[src/rtl/mult_arbiter.sv]
// rtl/mult_arbiter.sv - round-robin arbiter sharing one signed multiplier between two requesters
//
// Purpose: two requesters compete for a single shared multiplier. The granted
// operands are registered and held on mul_in1/mul_in2 for MULT_LAT cycles, then
// mul_out is captured and returned on the owner's response channel. One
// operation is in flight at a time.
//
// Ports:
//   clk, rst                  clock, asynchronous active-low reset
//   req{0,1}_valid/ready      operand channel handshake per requester
//   req{0,1}_a, req{0,1}_b    signed operands per requester
//   rsp{0,1}_valid/ready      response channel handshake per requester
//   rsp{0,1}_data             product for the owner, 0 otherwise
//   mul_in1, mul_in2          operands driven to the shared multiplier
//   mul_out                   product returned by the shared multiplier
//   busy                      high whenever an operation is in progress

module mult_arbiter #(
  parameter int DATA_WIDTH = 8,
  parameter int MULT_LAT   = 1
) (
  input  logic                    clk,
  input  logic                    rst,
  input  logic                    req0_valid,
  output logic                    req0_ready,
  input  logic [DATA_WIDTH-1:0]   req0_a,
  input  logic [DATA_WIDTH-1:0]   req0_b,
  output logic                    rsp0_valid,
  input  logic                    rsp0_ready,
  output logic [2*DATA_WIDTH-1:0] rsp0_data,
  input  logic                    req1_valid,
  output logic                    req1_ready,
  input  logic [DATA_WIDTH-1:0]   req1_a,
  input  logic [DATA_WIDTH-1:0]   req1_b,
  output logic                    rsp1_valid,
  input  logic                    rsp1_ready,
  output logic [2*DATA_WIDTH-1:0] rsp1_data,
  output logic [DATA_WIDTH-1:0]   mul_in1,
  output logic [DATA_WIDTH-1:0]   mul_in2,
  input  logic [2*DATA_WIDTH-1:0] mul_out,
  output logic                    busy
);

  localparam int CW = $clog2(MULT_LAT + 1);

  typedef enum logic [1:0] {
    S_IDLE = 2'd0,
    S_WAIT = 2'd1,
    S_RESP = 2'd2
  } state_t;

  state_t                  r_state;
  state_t                  w_next;
  logic                    r_last;
  logic                    r_owner;
  logic [CW-1:0]           r_cnt;
  logic [DATA_WIDTH-1:0]   r_op_a;
  logic [DATA_WIDTH-1:0]   r_op_b;
  logic [2*DATA_WIDTH-1:0] r_result;

  logic w_idle;
  logic w_grant;
  logic w_accept;
  logic w_rsp_fire;

  assign w_idle = (r_state == S_IDLE);

  // On a tie the requester that was not served last wins; r_last resets to 1
  // so requester 0 takes the first tie.
  always_comb begin
    w_grant = 1'b0;
    if (req0_valid && req1_valid) begin
      w_grant = ~r_last;
    end else if (req1_valid) begin
      w_grant = 1'b1;
    end
  end

  // Readies are gated by rst so they drop immediately with the asynchronous reset.
  assign req0_ready = rst & w_idle & req0_valid & ~w_grant;
  assign req1_ready = rst & w_idle & req1_valid &  w_grant;
  assign w_accept   = req0_ready | req1_ready;

  assign w_rsp_fire = (r_state == S_RESP) & (r_owner ? rsp1_ready : rsp0_ready);

  always_ff @(posedge clk or negedge rst) begin
    if (!rst) begin
      r_state <= S_IDLE;
    end else begin
      r_state <= w_next;
    end
  end

  always_comb begin
    w_next = r_state;
    case (r_state)
      S_IDLE:  if (w_accept) w_next = S_WAIT;
      S_WAIT:  if (r_cnt == CW'(1)) w_next = S_RESP;
      S_RESP:  if (w_rsp_fire) w_next = S_IDLE;
      default: w_next = S_IDLE;
    endcase
  end

  always_ff @(posedge clk or negedge rst) begin
    if (!rst) begin
      r_last   <= 1'b1;
      r_owner  <= 1'b0;
      r_cnt    <= '0;
      r_op_a   <= '0;
      r_op_b   <= '0;
      r_result <= '0;
    end else begin
      if (w_accept) begin
        r_op_a  <= w_grant ? req1_a : req0_a;
        r_op_b  <= w_grant ? req1_b : req0_b;
        r_owner <= w_grant;
        r_last  <= w_grant;
        r_cnt   <= CW'(MULT_LAT);
      end else if (r_state == S_WAIT) begin
        r_cnt <= r_cnt - 1'b1;
        // Count 1 marks the last cycle of the multiplier latency window.
        if (r_cnt == CW'(1)) begin
          r_result <= mul_out;
        end
      end
    end
  end

  assign mul_in1    = r_op_a;
  assign mul_in2    = r_op_b;
  assign busy       = ~w_idle;
  assign rsp0_valid = (r_state == S_RESP) & ~r_owner;
  assign rsp1_valid = (r_state == S_RESP) &  r_owner;
  assign rsp0_data  = rsp0_valid ? r_result : '0;
  assign rsp1_data  = rsp1_valid ? r_result : '0;

endmodule

[config.mk]
export PLATFORM = sky130hd
export DESIGN_NAME = mult_arbiter
export DESIGN_NICKNAME = d
export VERILOG_FILES = /design/src/rtl/mult_arbiter.sv
export SDC_FILE = /design/constraint.sdc
export NUM_CORES = 1
export LEC_CHECK = 0
export CORE_UTILIZATION = 24
export CTS_CLUSTER_SIZE = 24
export DETAILED_ROUTE_END_ITERATION = 10
export GPL_TIMING_DRIVEN = 1
export PLACE_DENSITY = 0.61
export SYNTH_ARGS = -nofsm -noshare
export SYNTH_HDL_FRONTEND = slang
export SYNTH_SLANG_ARGS = --single-unit
[constraint.sdc]
create_clock -name clk -period 4.61 [get_ports clk]
set_clock_uncertainty 0.15 [all_clocks]
set_input_delay 0.922 -clock clk [delete_from_list [all_inputs] [get_ports clk]]
set_output_delay 0.922 -clock clk [all_outputs]
set_load 0.005 [all_outputs]
# Word-level counts from Yosys, hierarchy flattened
# Index checks and enable logic that the tools add are counted.
# W data, S select, Z words.
dict set report totals {
  register_bits 37
  in_bits 54
  output_inout_bits 53
  elab_cells 45
}
dict set report op_classes {
  addsub 1
  n_eq_ne 5
  n_mux 13
  n_bitwise 14
  n_reduce_logical 5
}
# cell n
set ops {}
lappend ops {{$mux W16} 2}
lappend ops {{$mux W8} 2}
lappend ops {{$and A1 B1 Y1} 8}
lappend ops {{$mux W2} 3}
lappend ops {{$pmux W2 S3} 1}
lappend ops {{$reduce_and A3 Y1} 2}
lappend ops {{$mux W1} 5}
lappend ops {{$not A1 Y1} 5}
lappend ops {{$ne A2 B2 Y1 const B} 2}
lappend ops {{$eq A2 B1 Y1 const B} 1}
lappend ops {{$eq A2 B2 Y1 const B} 1}
lappend ops {{$logic_not A2 Y1} 1}
lappend ops {{$ne A2 B1 Y1 const B} 1}
lappend ops {{$reduce_bool A2 Y1} 1}
lappend ops {{$logic_and A1 B1 Y1} 1}
lappend ops {{$or A1 B1 Y1} 1}
lappend ops {{$sub A1 B1 Y1 const B} 1}

# Logic depth before layout (Yosys ltp)
dict set report depth {
  word_depth 7
  ltp_mapped 5
  depth_no_buf 3
}

# Worst setup path after synthesis
# Ideal clock, no wire load.
dict set report synth_timing {
  path_type {input port to output port}
  start {in rst}
  end {out req1_ready}
  t_arrival_ns 1.569
  t_required_ns 3.538
  path_slack_ns 1.969
  path_stages 4
  n_path_buf 1
  path_cell_list {nor3b_2 > nand3_2 > buf_2 > inv_1}
}
dict set report synth_via {
  elab_chain_len 3
}
# item line_no
set synth_lines {}
lappend synth_lines {{from (decl)} 23} ;# input logic rst,
lappend synth_lines {{$and A1 B1 Y1 (3 in series)} 81} ;# assign req1_ready = rst & w_idle & req1_valid & w_grant;
lappend synth_lines {{to (decl)} 32} ;# output logic req1_ready,
# No other way between the ends.

# Worst setup path after layout
dict set report layout_timing {
  start {in req0_valid}
  end {out req1_ready}
}
dict set report layout_via {
  elab_chain_len 3
}
# item line_no
set layout_lines {}
lappend layout_lines {{from (decl)} 24} ;# input logic req0_valid,
lappend layout_lines {{$logic_and A1 B1 Y1} 72} ;# if (req0_valid && req1_valid) begin
lappend layout_lines {{$mux W1} 72}
lappend layout_lines {{$and A1 B1 Y1} 81}
# No other way between the ends.

==> qor.json <==
{
  "number_of_antenna_violations_at_the_first_check_in_global_routing": {"value": 0},
  "dp_cells": {"value": 348},
  "final.setup.worst_slack": {"value": 1.10, "unit": "ns"},
  "syn-cell-area": {"value": 0.00180, "unit": "sq mm"},
  "place.detailed.hpwl": {"value": 3330, "unit": "um"},
  "die_area": {"value": 0.00786, "unit": "sq mm"},
  "min_from": {"value": "r_result[0]"},
  "cts_root_buffer": {"value": "clkbuf_8"},
  "finalSetupViolCount": {"value": 0},
  "post-route-min-period": {"value": 3.51, "unit": "ns"},
  "first_global_vias": {"value": 1516},
  "crit_chain": {"value": "clkdlybuf4s50_1 -> nand2_1 -> nand3_2 -> inv_1 -> clkdlybuf4s50_1"},
  "worstPathArrival": {"value": 2.44, "unit": "ns"},
  "flow.area_growth_from_synthesis": {"value": 69.9, "unit": "%"},
  "max_cap_violations": {"value": 0},
  "tightestPinTransition": {"value": 0.974, "unit": "ns"},
  "clk-insertion-delay-late": {"value": 0.29, "unit": "ns"},
  "floorplan.die.width": {"value": 88.7, "unit": "um"},
  "ir_worst_vdd": {"value": 233, "unit": "uV"},
  "grt_pass1_wl": {"value": 7450, "unit": "um"},
  "syn-num-nets": {"value": 204},
  "unrepaired_setup_endpoints_after_global_routing": {"value": "no"},
  "power_density": {"value": 508, "unit": "mW/mm^2"},
  "route.detailed.vias_per_inst": {"value": 4.38},
  "layout_commonest_cell": {"value": "clkdlybuf4s50_1"},
  "cp-end-kind": {"value": "output pin"},
  "timing.hold.ws": {"value": 0.367, "unit": "ns"},
  "detailedRoute.firstPassIterationCount": {"value": 4},
  "number_of_warning_messages_in_the_yosys_log": {"value": 0},
  "placement_rows": {"value": 31},
  "seq_area_frac_synth": {"value": 51.4, "unit": "%"},
  "report.final.slew_viol_count": {"value": 0},
  "combPwrFrac": {"value": 43.9, "unit": "%"},
  "port_buffers": {"value": 106},
  "fin_crit_sh": {"value": 76.1, "unit": "%"},
  "leakage": {"value": 1.20, "unit": "nW"},
  "net-switching-power": {"value": 0.000447, "unit": "W"},
  "synth.ff_latch_count": {"value": 37},
  "clock_power_share": {"value": 18.2, "unit": "%"},
  "crit_start": {"value": "req0_valid"},
  "place.gp.congestion": {"value": 0.638},
  "starting_density": {"value": 24.9, "unit": "%"},
  "stdcell_count": {"value": 356},
  "p_sw_share": {"value": 28.7, "unit": "%"},
  "outcome": {"value": "finished, final reports clean"},
  "cp_data_required_time": {"value": 3.54, "unit": "ns"},
  "power": {"value": 0.00156, "unit": "W"},
  "cpMaxStageDelayCell": {"value": "clkdlybuf4s50_1"},
  "post_cts.resized_instances": {"value": 0},
  "cts_made_buffers": {"value": 5},
  "tritoncts_clock_tree": {"value": "done"},
  "core": {"value": 0.00725, "unit": "sq mm"},
  "fmax": {"value": 285, "unit": "MHz"},
  "route.vias.total": {"value": 1558},
  "min_path_type": {"value": "reg -> reg"},
  "num_io_pins": {"value": 107},
  "htreeDepth": {"value": 2},
  "gr-total-overflow": {"value": 0},
  "postRouteAntennaNets": {"value": 0},
  "dr.first_iter.drc_count": {"value": 53},
  "path_common_cell": {"value": "clkdlybuf4s50_1"},
  "place_ws": {"value": 1.10, "unit": "ns"},
  "mostFrequentLayoutCells": {"value": "clkdlybuf4s50_1, dfrtp_1, and2_1"},
  "timing_hold_violations_final": {"value": 0},
  "launching_element_type_of_the_critical_path": {"value": "input port"},
  "worst_slew_margin_rel": {"value": 34.8, "unit": "%"},
  "slowest_delay": {"value": 0.51, "unit": "ns"},
  "worst_setup_hold_path_clk_slew": {"value": 0.07, "unit": "ns"},
  "finish.net_count": {"value": 310},
  "globalRouteTotalUtil": {"value": 12.7, "unit": "%"},
  "drc": {"value": 0},
  "cp.buffers_inverters": {"value": 3},
  "cts_hold_buffers": {"value": 0},
  "synth_cell_type_count": {"value": 26},
  "number_of_antenna_diodes": {"value": 0},
  "y_dimension_of_the_die": {"value": 88.7, "unit": "um"},
  "final.setup.tns": {"value": 0, "unit": "ns"},
  "sinks_on_clock_net": {"value": 37},
  "timing.rr.start": {"value": "r_state[0]"},
  "crit_path_max_fanout": {"value": 18},
  "internal-power": {"value": 0.00111, "unit": "W"},
  "routed_wire_length_per_instance": {"value": 13.3, "unit": "um"},
  "critical_path.top_delay_family": {"value": "buffers and inverters"},
  "seq_power_share": {"value": 37.8, "unit": "%"},
  "clock_tree.buffer_depth": {"value": 2},
  "critPathKind": {"value": "in -> out"},
  "post_cts.repair.setup_buffers": {"value": 0},
  "syn_area_per_cell": {"value": 12.0, "unit": "sq um"},
  "maximum_number_of_pins_on_one_net_before_global_route_repair": {"value": 39},
  "postRouteWirelength": {"value": 4730, "unit": "um"},
  "layout-drive-gt1-share": {"value": 19.8, "unit": "%"},
  "post_synthesis_cells": {"value": 150}
}
-- synth_stat cells --
cell,count,area share (%)
nor3b_2,1,0.69
buf_6,1,0.62
and2b_1,1,0.42
dfrtp_1,36,50
nand3_2,1,0.56
buf_2,2,0.56
a21o_1,2,0.83
a22o_1,1,0.49
o221ai_1,1,0.49
o221a_2,16,10
or3_1,16,5.6
nor3b_1,1,0.42
nand2_1,3,0.62
or2_2,2,0.69
mux2_2,16,10
nand2_2,1,0.35
nand4bb_1,1,0.62
buf_4,4,1.7
dfstp_2,1,1.5
nor2b_1,1,0.35
inv_1,4,0.83
and2_1,32,11
o21a_1,1,0.42
and3b_1,1,0.49
nor2_1,1,0.21
clkbuf_1,3,0.62
-- through the flow --
step	utilization (%)	cell area, sq um
after detailed placement	40.6	2950
after floorplan	-	1800
after global placement	40.6	2950
final	42.2	3060
after CTS	42.2	3060
after global routing	42.2	3060
-- area by class of cell --
cell class	count	area [sq um]
clock buffer	5	68.8
clock inverter	3	46.3
fill	728	4190
inverter	4	15.0
multi-input combinational	99	803
sequential	37	927
tap	99	124
timing repair buffer	109	1080
-- registers in the layout (all words and copies together), names as in the netlist --
register / count
r_result: 16
mul_in1: 8
mul_in2: 8
r_state: 2
r_cnt: 1
r_last: 1
r_owner: 1
-- kinds of logic (layout without fill, tap and decap cells) --
group / after synthesis / count (layout) / synth area share (%)
and+or+nand+nor: 62 / 62 / 22.1
DFF: 37 / 37 / 51.4
AOI/OAI and AO/OA: 21 / 21 / 12.2
muxes: 16 / 16 / 9.99
buffers and inverters: 14 / 121 / 4.30
-- power by group through the flow --
stage,Clock (W),Combinational [W],Sequential (W)
floorplan,0,0.000340,0.000574
CTS,0.000296,0.000697,0.000591
finish,0.000283,0.000684,0.000589
global route,0.000309,0.000748,0.000615
detailed placement,0,0.000696,0.000592
global placement,0,0.000685,0.000594
-- metal layers --
layer / vias to the layer above / wire [um] / GRT usage, %
li1: 751 / - / -
met1: 729 / 2030 / 15.3
met2: 73 / 2140 / 20.1
met3: 5 / 506 / 5.78
met4: 0 / 51 / 3.96
met5: - / 0 / 0
-- worst paths after layout --
kind,end,slack (ns),depth (start not counted)
max,req1_ready,1.10,5
min,r_result[0],0.37,1
max reg2reg,mul_in2[7],2.71,3
min reg2reg,r_result[0],0.37,1
max in group asynchronous,r_last,3.43,2
min in group asynchronous,mul_in1[4],0.53,2
(Power assumes the default switching activity.)
